<file path="config.mk">
export PLATFORM = sky130hd
export DESIGN_NAME = pe_fetch_unit
export DESIGN_NICKNAME = d
export VERILOG_FILES = /design/src/rtl/pe_fetch_unit.sv
export SDC_FILE = /design/constraint.sdc
export NUM_CORES = 1
export LEC_CHECK = 0
export CAP_MARGIN = 20
export CORE_ASPECT_RATIO = 1.4
export CORE_MARGIN = 2
export CORE_UTILIZATION = 30
export DETAILED_ROUTE_END_ITERATION = 8
export DONT_BUFFER_PORTS = 1
export PLACE_DENSITY = 0.51
export SYNTH_ARGS = -nofsm -noshare
export SYNTH_HDL_FRONTEND = slang
export SYNTH_SLANG_ARGS = --single-unit
</file>
<file path="constraint.sdc">
create_clock -name clk -period 13.59 [get_ports clk]
set_input_delay 2.0385 -clock clk [delete_from_list [all_inputs] [get_ports clk]]
set_output_delay 2.0385 -clock clk [all_outputs]
set_load 0.005 [all_outputs]
</file>
<file path="src/rtl/pe_fetch_unit.sv">
// pe_fetch_unit
//   Initiator side of a multi-lane instruction-memory read interface. Each PE
//   lane owns a program counter, issues word reads to the shared instruction
//   memory, and hands returned words to its decode stage in order through a
//   valid/ready handshake. Each lane buffers up to two words (output register
//   plus skid) and accepts branch/jump redirects.
//
// Ports
//   clk             clock, all state updates on the rising edge
//   rst             synchronous active-high reset
//   enable          per-lane run; 0 stops new fetches
//   redirect_valid  per-lane redirect strobe
//   redirect_pc     per-lane redirect target, lane i at [i*XLEN +: XLEN]
//   read_enable     per-lane fetch request to instruction memory
//   PC              per-lane fetch address (same packing as redirect_pc)
//   instruction     per-lane read data, valid one cycle after read_enable
//   instr_valid     per-lane output valid
//   instr_out       per-lane output instruction
//   instr_pc        per-lane address the output instruction came from
//   instr_ready     per-lane consumer ready
module pe_fetch_unit #(
  parameter int              NUM_PE   = 4,
  parameter int              XLEN     = 32,
  parameter logic [XLEN-1:0] RESET_PC = '0,
  parameter logic [XLEN-1:0] PC_STEP  = XLEN'(1)
) (
  input  logic                   clk,
  input  logic                   rst,
  input  logic [NUM_PE-1:0]      enable,
  input  logic [NUM_PE-1:0]      redirect_valid,
  input  logic [NUM_PE*XLEN-1:0] redirect_pc,
  output logic [NUM_PE-1:0]      read_enable,
  output logic [NUM_PE*XLEN-1:0] PC,
  input  logic [NUM_PE*XLEN-1:0] instruction,
  output logic [NUM_PE-1:0]      instr_valid,
  output logic [NUM_PE*XLEN-1:0] instr_out,
  output logic [NUM_PE*XLEN-1:0] instr_pc,
  input  logic [NUM_PE-1:0]      instr_ready
);

  for (genvar i = 0; i < NUM_PE; i++) begin : g_lane

    // Control state (reset) and data state (qualified by the valid bits).
    logic            infl_q, infl_d;
    logic            drop_q, drop_d;
    logic            out_valid_q, out_valid_d;
    logic            skid_valid_q, skid_valid_d;
    logic [XLEN-1:0] pc_q, pc_d;
    logic [XLEN-1:0] infl_pc_q, infl_pc_d;
    logic [XLEN-1:0] out_instr_q, out_instr_d;
    logic [XLEN-1:0] out_pc_q, out_pc_d;
    logic [XLEN-1:0] skid_instr_q, skid_instr_d;
    logic [XLEN-1:0] skid_pc_q, skid_pc_d;

    logic            pop;
    logic            cap;
    logic            issue;
    logic [1:0]      occ;
    logic [XLEN-1:0] rsp;

    assign rsp = instruction[i*XLEN +: XLEN];
    assign pop = out_valid_q & instr_ready[i] & ~rst;
    // pop implies out_valid_q, so the subtraction never underflows.
    assign occ = 2'(out_valid_q) + 2'(skid_valid_q) + 2'(infl_q) - 2'(pop);
    assign cap = infl_q & ~drop_q;
    // Occupancy counts the in-flight word, so a stalled lane stops issuing
    // before the skid could overflow.
    assign issue = enable[i] & ~redirect_valid[i] & ~rst & (occ < 2'd2);

    assign read_enable[i]               = issue;
    assign PC[i*XLEN +: XLEN]           = rst ? RESET_PC : pc_q;
    assign instr_valid[i]               = out_valid_q & ~rst;
    assign instr_out[i*XLEN +: XLEN]    = rst ? '0 : out_instr_q;
    assign instr_pc[i*XLEN +: XLEN]     = rst ? '0 : out_pc_q;

    always_comb begin
      // NOTE: every variable gets a default first so no path leaves one
      // unassigned, which would otherwise infer a latch.
      pc_d         = pc_q;
      infl_pc_d    = infl_pc_q;
      infl_d       = issue;
      // drop_q only covers the cycle right after a redirect; it is cleared
      // unconditionally afterwards so it can never swallow a target word.
      drop_d       = 1'b0;
      out_valid_d  = out_valid_q;
      out_instr_d  = out_instr_q;
      out_pc_d     = out_pc_q;
      skid_valid_d = skid_valid_q;
      skid_instr_d = skid_instr_q;
      skid_pc_d    = skid_pc_q;

      if (issue) begin
        pc_d      = pc_q + PC_STEP;
        infl_pc_d = pc_q;
      end

      if (redirect_valid[i]) begin
        // Redirect wins over capture and pop: the word returning now and
        // everything buffered belong to the abandoned path.
        pc_d         = redirect_pc[i*XLEN +: XLEN];
        out_valid_d  = 1'b0;
        skid_valid_d = 1'b0;
        drop_d       = infl_q;
      end else if (pop) begin
        if (skid_valid_q) begin
          out_valid_d  = 1'b1;
          out_instr_d  = skid_instr_q;
          out_pc_d     = skid_pc_q;
          skid_valid_d = cap;
          skid_instr_d = rsp;
          skid_pc_d    = infl_pc_q;
        end else begin
          out_valid_d = cap;
          out_instr_d = rsp;
          out_pc_d    = infl_pc_q;
        end
      end else if (cap) begin
        if (!out_valid_q) begin
          out_valid_d = 1'b1;
          out_instr_d = rsp;
          out_pc_d    = infl_pc_q;
        end else begin
          skid_valid_d = 1'b1;
          skid_instr_d = rsp;
          skid_pc_d    = infl_pc_q;
        end
      end
    end

    // NOTE: sequential state uses non-blocking assignments so every register
    // samples the pre-edge values regardless of statement order.
    always_ff @(posedge clk) begin
      if (rst) begin
        pc_q         <= RESET_PC;
        infl_q       <= 1'b0;
        drop_q       <= 1'b0;
        out_valid_q  <= 1'b0;
        skid_valid_q <= 1'b0;
      end else begin
        pc_q         <= pc_d;
        infl_q       <= infl_d;
        drop_q       <= drop_d;
        out_valid_q  <= out_valid_d;
        skid_valid_q <= skid_valid_d;
      end
    end

    // NOTE: payload registers carry no reset; the valid bits above make their
    // contents irrelevant until written, and the outputs are forced to zero
    // while rst is high.
    always_ff @(posedge clk) begin
      infl_pc_q    <= infl_pc_d;
      out_instr_q  <= out_instr_d;
      out_pc_q     <= out_pc_d;
      skid_instr_q <= skid_instr_d;
      skid_pc_q    <= skid_pc_d;
    end

  end : g_lane

endmodule
</file>
* Yosys cells after proc, flatten, opt, wreduce, memory -nomap -nowiden
Index checks and enable logic that the tools add are counted.
Word-level totals: logic and storage cells 249, input port bits 270, flip-flop bits (word level) 784
Cells by class: $add $sub $neg 16, equality and inequality tests 8, magnitude comparators 4, reduce and logical (&&, ||, !) cells 32, bitwise logic cells 37, muxes and demuxes 112
Operators by type and width (count):
- $mux W32 | 84
- $add A32 B1 Y32 const B | 4
- $and A1 B1 Y1 | 28
- $mux W1 | 28
- $reduce_bool A2 Y1 | 12
- $reduce_and A4 Y1 | 4
- $reduce_or A2 Y1 | 8
- $reduce_and A3 Y1 | 4
- $not A1 Y1 | 9
- $add A1 B1 Y2 | 4
- $add A2 B1 Y2 | 4
- $lt A2 B2 Y1 const B | 4
- $ne A2 B1 Y1 const B | 4
- $ne A2 B2 Y1 const B | 4
- $reduce_and A2 Y1 | 4
- $sub A2 B1 Y2 | 4

* Longest topological paths before layout
Gate-level depths: netlist of run 1.
word-level depth 7, depth in mapped cells 13, gate-level depth less buffers 11

* Least setup slack after synthesis of run 1
OpenSTA, ideal clock, no wires.
path type input port to flip-flop, start in rst, end reg g_lane[0].out_instr_q[0], enable pin, setup time 0.582 ns, setup slack 5.605 ns, data required time 13.008 ns, stages 5, arrival 7.403 ns, cell sequence buf_2 > nor2_1 > nand2_1 > ha_1 > a211oi_1
On the way: cells in the longest elaborated chain, start to end 4, elaborated cells on any way between the ends 5, classes of those cells eq/ne: 1; bitwise: 2; reduce/logical: 2
Ends and longest elaborated chain:
- start, declared | RTL line 28 | input logic rst,
- $not A1 Y1 (*) | RTL line 62 | assign pop = out_valid_q & instr_ready[i] & ~rst;
- $and A1 B1 Y1 (*) | RTL line 62
- $ne A2 B1 Y1 (no line) or $reduce_bool A2 Y1 (tied branches)
- $reduce_and A3 Y1 (no line) (*)
- end signal, assigned | RTL line 153 | out_instr_q <= out_instr_d;
- end, declared | RTL line 50 | logic [XLEN-1:0] out_instr_q, out_instr_d;
Every way passes the cells marked *; elsewhere a longest branch is shown, timed or not. A chain may end at the register's enable or synchronous reset.

* Worst setup path in the final report of run 1
start in rst, end out read_enable[2]
On the way: cells in the longest elaborated chain, start to end 5, elaborated cells on any way between the ends 6, classes of those cells add/sub: 1; order compare: 1; bitwise: 4
Ends and longest elaborated chain:
- $not A1 Y1 (*) | RTL line 62, 68
- $and A1 B1 Y1 | RTL line 62
- $sub A2 B1 Y2 | RTL line 64 | assign occ = 2'(out_valid_q) + 2'(skid_valid_q) + 2'(infl_q) - 2'(pop);
- $lt A2 B2 Y1 | RTL line 68 | assign issue = enable[i] & ~redirect_valid[i] & ~rst & (occ < 2'd2);
- $and A1 B1 Y1 (*) | RTL line 68
- end, declared | RTL line 32 | output logic [NUM_PE-1:0] read_enable,
Marked as above.

==> out/metrics.cfg, run 1 <==
[status]
outcome=finished clean

[timing]
fin_tns_setup_ns=0
fmax_mhz=140
worstMarginPinSlew_ns=1.31
skew_ns=0.0412
rsz0062_at_grt=false
setup_viol=0
hold-worst-slack_ns=0.418
relSlewSlack=0.124
fin_crit_sh=0.525
hold_viol=0
finalCriticalPeriod_ns=7.13
slew_viol_final=0

[setup_path]
path_delay_family=simple AND/OR/NAND/NOR gates
crit_type=input port to output pin
rr_worst_depth=13
path_buf_inv=2
critPathMostFrequentCell=ha_1
r2r_slack_ns=9.20
endpoint_kind=output pin
worstPathArrival_ns=5.09
crit_chain=nor2_1, nand2_1, ha_1, ha_1, a21oi_1, mux2i_2, buf_4, inv_2
r2r_end=g_lane[2].pc_q[24]$_SDFFE_PP0P_
rr_startpoint=g_lane[2].out_valid_q$_SDFFE_PP0N_
worst-path-max-fanout=535
cp.required_ns=11.55
critPathMaxStageDelay_ns=0.55
start_kind=input port
crit_slowest_cell=nor2_1

[grt]
grt_usage=0.161
grt_overflow=0
grt_pass1_wl_um=139000
antenna_found_initial=13
grt_max_degree=536
grt_pass1_vias=20709

[floorplan]
core_area_um2=110000
die_w_um=286
die_area_um2=114000
start_util=0.303
die_y_um=399
io_pins=662
rows=144

[synth]
yosysWarnings=0
synth-edff-count=640
ys_async_sr_fraction=0
ys_seq_elements=784
synth_fa_ha_area_frac=0.00750
seq_area_frac_synth=0.662
synth_xor_area_frac=0
synthMuxAreaShare=0.0958
synth_cell_types=61
synth_area_um2=33400
netlist_instances=2489
synthSimpleGateAreaFrac=0.150
synth_top_family_by_area=simple AND/OR/NAND/NOR gates
synthFlopType=edfxtp_1
syn-num-nets=2779
avgSynthCellArea_um2=13.4
synth-compound-area-share=0.0606

[cells_and_area]
final_layout_size_suffix_gt1_frac=0.176
mostFrequentLayoutCell=edfxtp_1
multi_input_area_um2=10600
layout_common_cells=edfxtp_1 (640), nor2b_1 (360), mux2_2 (263)
area_growth_pct=12.9
ff_latch_area_um2=22100
n_fill_cell=10865
fin_nets=2747
fin_util=0.342

[clocking]
cts.reportedPaths.clkPinSlew_ns=0.06
cts_buffers=85
cts_hold_buffers=0
clockBufferDepth=3
insertion_delay_ns=0.67
cts_setup_buffers=0
cts_max_level=3
cts_tree=built
clock_sinks=784
cts_resized=0
cts_root_buffer=clkbuf_16

[route]
drt-initial-drc-count=1327
wl_per_cell_um=23.8
wl_um=95000
firstDrtPassIters=5
drc=0
viasPerCell=5.13
vias=20473
drtAntennaViolNets=0

[power_and_ir_drop]
power.leakage_nw=12.1
power_density_nw_per_um2=137
ir_drop_uv=91.4

[min_path]
hold_path_class=flop to flop
min_to=g_lane[0].skid_pc_q[20]$_DFFE_PP_
min_from=g_lane[0].infl_pc_q[20]$_DFFE_PP_
hold_depth=0

[flow_run]
cap_viol_max_count=0

[placement]
gp_congestion=0.886
place_hpwl_um=64900
port_buffers=0

worst max path at each step:
| stage | cells after the start | slack (ns) | startpoint | endpoint |
|---|---|---|---|---|
| 2_1_floorplan | 5 | 5.61 | rst | g_lane[0].out_instr_q[0]$_DFFE_PP_ |
| 3_3_place_gp | 8 | 7.24 | rst | read_enable[2] |
| 3_5_place_dp | 8 | 7.20 | rst | read_enable[2] |
| 4_1_cts | 8 | 7.18 | rst | read_enable[2] |
| 5_1_grt | 8 | 6.84 | rst | read_enable[2] |
| 6_report | 8 | 6.46 | rst | read_enable[2] |
area by class of cell:
type / count / share of cell area
inverter: 50 / 0.00498
timing repair buffer: 25 / 0.00518
clock inverter: 45 / 0.0128
antenna: 3 / 0.000199
sequential: 784 / 0.587
tap: 1460 / 0.0485
clock buffer: 114 / 0.0610
multi-input combinational: 1511 / 0.281
Yosys cell counts, types with 9 or more instances:
cell | number | area (um^2)
a31oi_1 | 54 | 338
buf_2 | 42 | 210
o311ai_0 | 12 | 105
or4_1 | 18 | 135
nand2_1 | 142 | 533
nand4_1 | 54 | 338
o211ai_1 | 28 | 210
clkbuf_1 | 89 | 334
or3_1 | 30 | 188
inv_1 | 45 | 169
edfxtp_1 | 640 | 19200
mux2_2 | 263 | 2960
o21ai_0 | 51 | 255
and3_1 | 11 | 68.8
mux2i_1 | 15 | 150
nand3_1 | 55 | 275
ha_1 | 20 | 250
nor3_1 | 28 | 140
a21oi_1 | 104 | 521
a32oi_1 | 11 | 96.3
dfxtp_1 | 144 | 2880
nand2b_1 | 16 | 100
buf_1 | 9 | 33.8
nor2_1 | 106 | 398
nor2b_1 | 360 | 2250
a22oi_1 | 14 | 105
nor4_1 | 19 | 119
and2_1 | 11 | 68.8
per-stage QoR:
step                total power, W  instances  area (um^2)  setup slack (ns)
floorplan                  0.00288       2489        33400              5.61
global placement           0.00293       3826        34900              7.24
detailed placement         0.00293       3828        34900              7.20
CTS                        0.00525       3987        37700              7.18
global route               0.00536       3992        37700              6.84
finish                     0.00518       3992        37700              6.46
registers in the layout, indices dropped and copies added, names as in the netlist:
name and count:
g_lane.skid_instr_q 128, g_lane.pc_q 128, g_lane.out_instr_q 128, g_lane.skid_valid_q 4
g_lane.out_pc_q 128, g_lane.infl_q 4, g_lane.skid_pc_q 128, g_lane.infl_pc_q 128
g_lane.out_valid_q 4, g_lane.drop_q 4
worst reg2reg max path, stage by stage (launching register included):
cell     delay [ns]
dfxtp_1        0.37
inv_1          0.11
nor2_1         0.21
nand2_1        0.28
ha_1           0.36
ha_1           0.29
a21oi_1        0.20
mux2i_2        0.09
buf_4          0.27
inv_2          0.16
buf_4          0.56
nand3_1        0.58
or4_1          0.64
a31oi_1        0.17
where the power goes:
group | switching, W | internal, W | total, W
combinational | 0.000106 | 0.0000715 | 0.000177
sequential | 0.0000547 | 0.00265 | 0.00270
clock | 0.000993 | 0.00130 | 0.00229
kinds of logic after synthesis:
family                   after synthesis
AND/OR/NAND/NOR                      887
adder cells (fa/ha/maj)               20
buffers and inverters                194
multiplexers                         284
AO/OA/AOI/OAI                        320
flip-flops                           784
per-layer routing:
metal,vias up,GRT usage,routed length (um)
met2,829,0.268,45800
met5,-,0,37
met1,10251,0.185,36600
li1,9193,-,-
met4,8,0.0735,3950
met3,192,0.0580,8590
Note: power is estimated with default switching activity, not from simulation.
==> run 2, diff against run 1 <==
--- a/config.mk
+++ b/config.mk
@@ -11,7 +11,7 @@
 export CORE_UTILIZATION = 30
 export DETAILED_ROUTE_END_ITERATION = 8
 export DONT_BUFFER_PORTS = 1
-export PLACE_DENSITY = 0.51
+export PLACE_DENSITY = 0.52
 export SYNTH_ARGS = -nofsm -noshare
 export SYNTH_HDL_FRONTEND = slang
 export SYNTH_SLANG_ARGS = --single-unit
==> constraint.sdc (replaced) <==
create_clock -name clk -period 6.5 [get_ports clk]
set_input_delay 0.975 -clock clk [delete_from_list [all_inputs] [get_ports clk]]
set_output_delay 0.975 -clock clk [all_outputs]
set_load 0.005 [all_outputs]
==> out/metrics.cfg, run 2 (synthesis gave the netlist of run 1 again) <==
[status]
outcome=finished clean

[timing]
worstMarginPinSlew_ns=1.07
fin_crit_sh=0.824
skew_ns=0.0490
relSlewSlack=0.283
fmax_mhz=187
fin_tns_setup_ns=0
rsz0062_at_grt=false
setup_viol=0
slew_viol_final=0
hold_viol=0
finalCriticalPeriod_ns=5.36

[clocking]
cts_max_level=3
cts_setup_buffers=0
insertion_delay_ns=0.68
clockBufferDepth=3
cts_root_buffer=clkbuf_16
cts_hold_buffers=0
cts_tree=built
cts_resized=0
clock_sinks=784
cts_buffers=85
cts.reportedPaths.clkPinSlew_ns=0.07

[route]
firstDrtPassIters=5
drc=0
drt-initial-drc-count=1414
wl_um=94700
drtAntennaViolNets=0
vias=20467
viasPerCell=5.11
wl_per_cell_um=23.7

[placement]
gp_congestion=0.866
port_buffers=0
place_hpwl_um=64300

[power_and_ir_drop]
power_frac_clock=0.450
p_switching_w=0.00248
power_w=0.0109
internal-power_w=0.00845
power_frac_comb=0.033
power.leakage_nw=12.1
power_frac_seq=0.517
swShare=0.227
ir_drop_uv=197
power_density_nw_per_um2=289

[setup_path]
worstPathArrival_ns=4.38
startpoint=rst
start_kind=input port
worst-path-max-fanout=535
crit_type=input port to output pin
endpoint_kind=output pin
cp.required_ns=5.52
rr_startpoint=g_lane[2].out_valid_q$_SDFFE_PP0N_

[grt]
grt_pass1_vias=20589
grt_pass1_wl_um=138000
grt_max_degree=536
grt_usage=0.160
grt_overflow=0
antenna_found_initial=21

[floorplan]
die_y_um=399
io_pins=662
core_area_um2=110000
die_w_um=286
rows=144
start_util=0.303
die_area_um2=114000

[flow_run]
cap_viol_max_count=0

[min_path]
hold_path_class=input port to flop
min_from=redirect_valid[1]

[cells_and_area]
fin_util=0.343
mostFrequentLayoutCell=edfxtp_1
fin_nets=2748
layout_common_cells=edfxtp_1 (640), nor2b_1 (360), mux2_2 (263)
area_growth_pct=13.3
final_layout_size_suffix_gt1_frac=0.183
n_fill_cell=10826

-- run 2: cell types whose count changed in the layout (fill, tap and decap cells not counted), moves of 3 or more --
| cell | delta |
|---|---|
| clkinv_1 | -8 |
| clkbuf_1 | -7 |
| diode_2 | +9 |
| clkinvlp_4 | +5 |
| clkinv_2 | +4 |
| buf_4 | +3 |
-- run 2: final timing paths --
path / cells after the start / slack [ns] / to
worst max-delay path: 9 / 1.14 / read_enable[2]
worst min-delay path: 1 / 0.37 / g_lane[1].out_valid_q$_SDFFE_PP0N_
worst max register to register: 12 / 2.34 / g_lane[2].pc_q[27]$_SDFFE_PP0P_
worst min register to register: 0 / 0.43 / g_lane[0].skid_pc_q[11]$_DFFE_PP_
-- run 2: worst max-delay path, cell delays in order --
cell,delay (ns)
nor2_1,0.56
nand2_1,0.27
ha_1,0.34
ha_1,0.28
a21oi_1,0.22
mux2i_2,0.09
buf_4,0.26
inv_2,0.49
buf_4,0.42
-- run 2: power by group through the flow --
stage / Combinational [W] / Sequential [W] / Clock (W)
4_1_cts: 0.000372 / 0.00565 / 0.00508
3_5_place_dp: 0.000370 / 0.00576 / 0
6_report: 0.000366 / 0.00565 / 0.00492
2_1_floorplan: 0.000323 / 0.00570 / 0
5_1_grt: 0.000403 / 0.00566 / 0.00524
3_3_place_gp: 0.000363 / 0.00575 / 0
-- run 2: area by class of cell --
cell class,count,area (um^2),area share
Timing Repair Buffer,26,195,0.00516
Tap cell,1460,1830,0.0483
Clock inverter,49,517,0.0137
Inverter,50,188,0.00497
Multi-Input combinational cell,1511,10600,0.280
Clock buffer,111,2350,0.0621
Sequential cell,784,22100,0.585
Antenna cell,12,30.0,0.000794
-- run 2: metal layers --
| layer | up-vias | global-route usage | routed length (um) |
|---|---|---|---|
| met2 | 866 | 0.262 | 45700 |
| li1 | 9202 | - | - |
| met4 | 10 | 0.0768 | 3650 |
| met1 | 10220 | 0.187 | 36400 |
| met5 | - | 0 | 60 |
| met3 | 169 | 0.0559 | 8900 |
-- run 2: metrics by stage --
stage	instance area, um^2	instances	setup WS [ns]	hold WS [ns]
final	37800	4003	1.14	0.368
after CTS	37800	3990	1.71	0.275
after global routing	37800	4001	1.31	0.308
after global placement	34900	3830	1.66	0.427
after detailed placement	34900	3830	1.80	0.427
after floorplan	33400	2489	0.946	0.403
==> run 3, diff against run 2 <==
--- a/config.mk
+++ b/config.mk
@@ -11,7 +11,7 @@
 export CORE_UTILIZATION = 30
 export DETAILED_ROUTE_END_ITERATION = 8
 export DONT_BUFFER_PORTS = 1
-export PLACE_DENSITY = 0.52
+export PLACE_DENSITY = 0.51
 export SYNTH_ARGS = -nofsm -noshare
 export SYNTH_HDL_FRONTEND = slang
 export SYNTH_SLANG_ARGS = --single-unit
==> constraint.sdc (replaced) <==
create_clock -name clk -period 5.6 [get_ports clk]
set_input_delay 0.84 -clock clk [delete_from_list [all_inputs] [get_ports clk]]
set_output_delay 0.84 -clock clk [all_outputs]
set_load 0.005 [all_outputs]
==> out/metrics.cfg, run 3 (synthesis gave the netlist of run 1 again) <==
[clocking]
cts.reportedPaths.clkPinSlew_ns=0.06
cts_buffers=84
cts_resized=0
clockBufferDepth=3
cts_root_buffer=clkbuf_16
cts_hold_buffers=0
cts_setup_buffers=0
insertion_delay_ns=0.67
clock_sinks=784
cts_max_level=3
cts_tree=built

[timing]
hold_viol=0
fin_crit_sh=0.838
rsz0062_at_grt=false
fmax_mhz=213
worstMarginPinSlew_ns=1.26
skew_ns=0.0231
fin_tns_setup_ns=0
finalCriticalPeriod_ns=4.69
slew_viol_final=0
setup_viol=0
relSlewSlack=0.160

[setup_path]
rr_worst_depth=11
rr_startpoint=g_lane[2].out_valid_q$_SDFFE_PP0N_
r2r_slack_ns=1.78
start_kind=input port
cp.required_ns=4.76
r2r_end=g_lane[2].pc_q[27]$_SDFFE_PP0P_
crit_type=input port to output pin
worst-path-max-fanout=535
worstPathArrival_ns=3.85
endpoint_kind=output pin

[cells_and_area]
ff_latch_area_um2=22100
fin_nets=2749
n_fill_cell=10781
fin_cells=3997
final_layout_size_suffix_gt1_frac=0.178
multi_input_area_um2=10600
area_growth_pct=13.2
mostFrequentLayoutCell=edfxtp_1
layout_common_cells=edfxtp_1 (640), nor2b_1 (360), mux2_2 (263)

[min_path]
hold_depth=1
hold_path_class=input port to flop
min_from=redirect_valid[3]
min_to=g_lane[3].out_valid_q$_SDFFE_PP0N_

[placement]
port_buffers=0
place_hpwl_um=65400
gp_congestion=0.854
placedCellCount=3832

[floorplan]
start_util=0.303
die_y_um=399
core_area_um2=110000
die_area_um2=114000
die_w_um=286
rows=144
io_pins=662

[power_and_ir_drop]
ir_drop_uv=251
power_density_nw_per_um2=336
power.leakage_nw=12.1

[route]
drt-initial-drc-count=1433
vias=20518
wl_um=95500
firstDrtPassIters=6
drtAntennaViolNets=0
wl_per_cell_um=23.9
viasPerCell=5.13
drc=0

[grt]
grt_usage=0.162
grt_max_degree=536
grt_overflow=0
grt_pass1_wl_um=140000
grt_pass1_vias=20702
antenna_found_initial=14

[status]
outcome=finished clean

[flow_run]
cap_viol_max_count=0

-- run 3: how the worst max path moves through the flow --
stage | from | endpoint | slack (ns) | depth (start not counted)
global route | rst | read_enable[2] | 1.11 | 7
floorplan | rst | g_lane[2].skid_instr_q[0]$_DFFE_PP_ | 0.18 | 8
CTS | g_lane[1].out_valid_q$_SDFFE_PP0N_ | read_enable[1] | 1.30 | 8
global placement | rst | g_lane[2].pc_q[8]$_SDFFE_PP0P_ | 1.21 | 10
finish | rst | read_enable[2] | 0.91 | 7
detailed placement | rst | g_lane[2].pc_q[27]$_SDFFE_PP0P_ | 1.30 | 10
-- run 3: per-layer routing --
layer  global-route usage  routed length (um)  vias to the layer above
met1                0.184               36100                    10284
li1                     -                   -                     9204
met3               0.0623                9400                      179
met4               0.0646                3180                       12
met2                0.273               46800                      839
met5                    0                  76                        -
-- run 3: through the flow --
stage	cell area [um^2]	worst slack [ns]	util	total power [W]	hold WS [ns]
2_1_floorplan	33400	0.181	-	0.00700	0.403
4_1_cts	37800	1.30	0.342	0.0129	0.197
6_report	37800	0.906	0.343	0.0127	0.261
3_5_place_dp	34900	1.30	0.317	0.00711	0.429
5_1_grt	37800	1.11	0.343	0.0132	0.210
3_3_place_gp	34900	1.21	0.317	0.00710	0.427
-- run 3: worst max-delay path, stage by stage --
cell     delay (ns)
nor2_1         0.68
nand2_1        0.29
ha_1           0.35
ha_1           0.27
a21oi_1        0.22
mux2i_2        0.34
inv_2          0.24
-- run 3: final cells by class --
cell class / instances / area share
clock buffer: 108 / 0.0596
clock inverter: 50 / 0.0151
sequential: 784 / 0.585
tap: 1460 / 0.0484
multi-input combinational: 1511 / 0.281
timing repair buffer: 28 / 0.00590
antenna: 6 / 0.000397
inverter: 50 / 0.00497
-- run 3: power breakdown --
part / switching (W) / leakage (nW) / internal (W)
sequential: 0.000132 / 7.01 / 0.00643
combinational: 0.000254 / 3.75 / 0.000174
clock: 0.00241 / 1.35 / 0.00330
total: 0.00280 / 12.1 / 0.00990
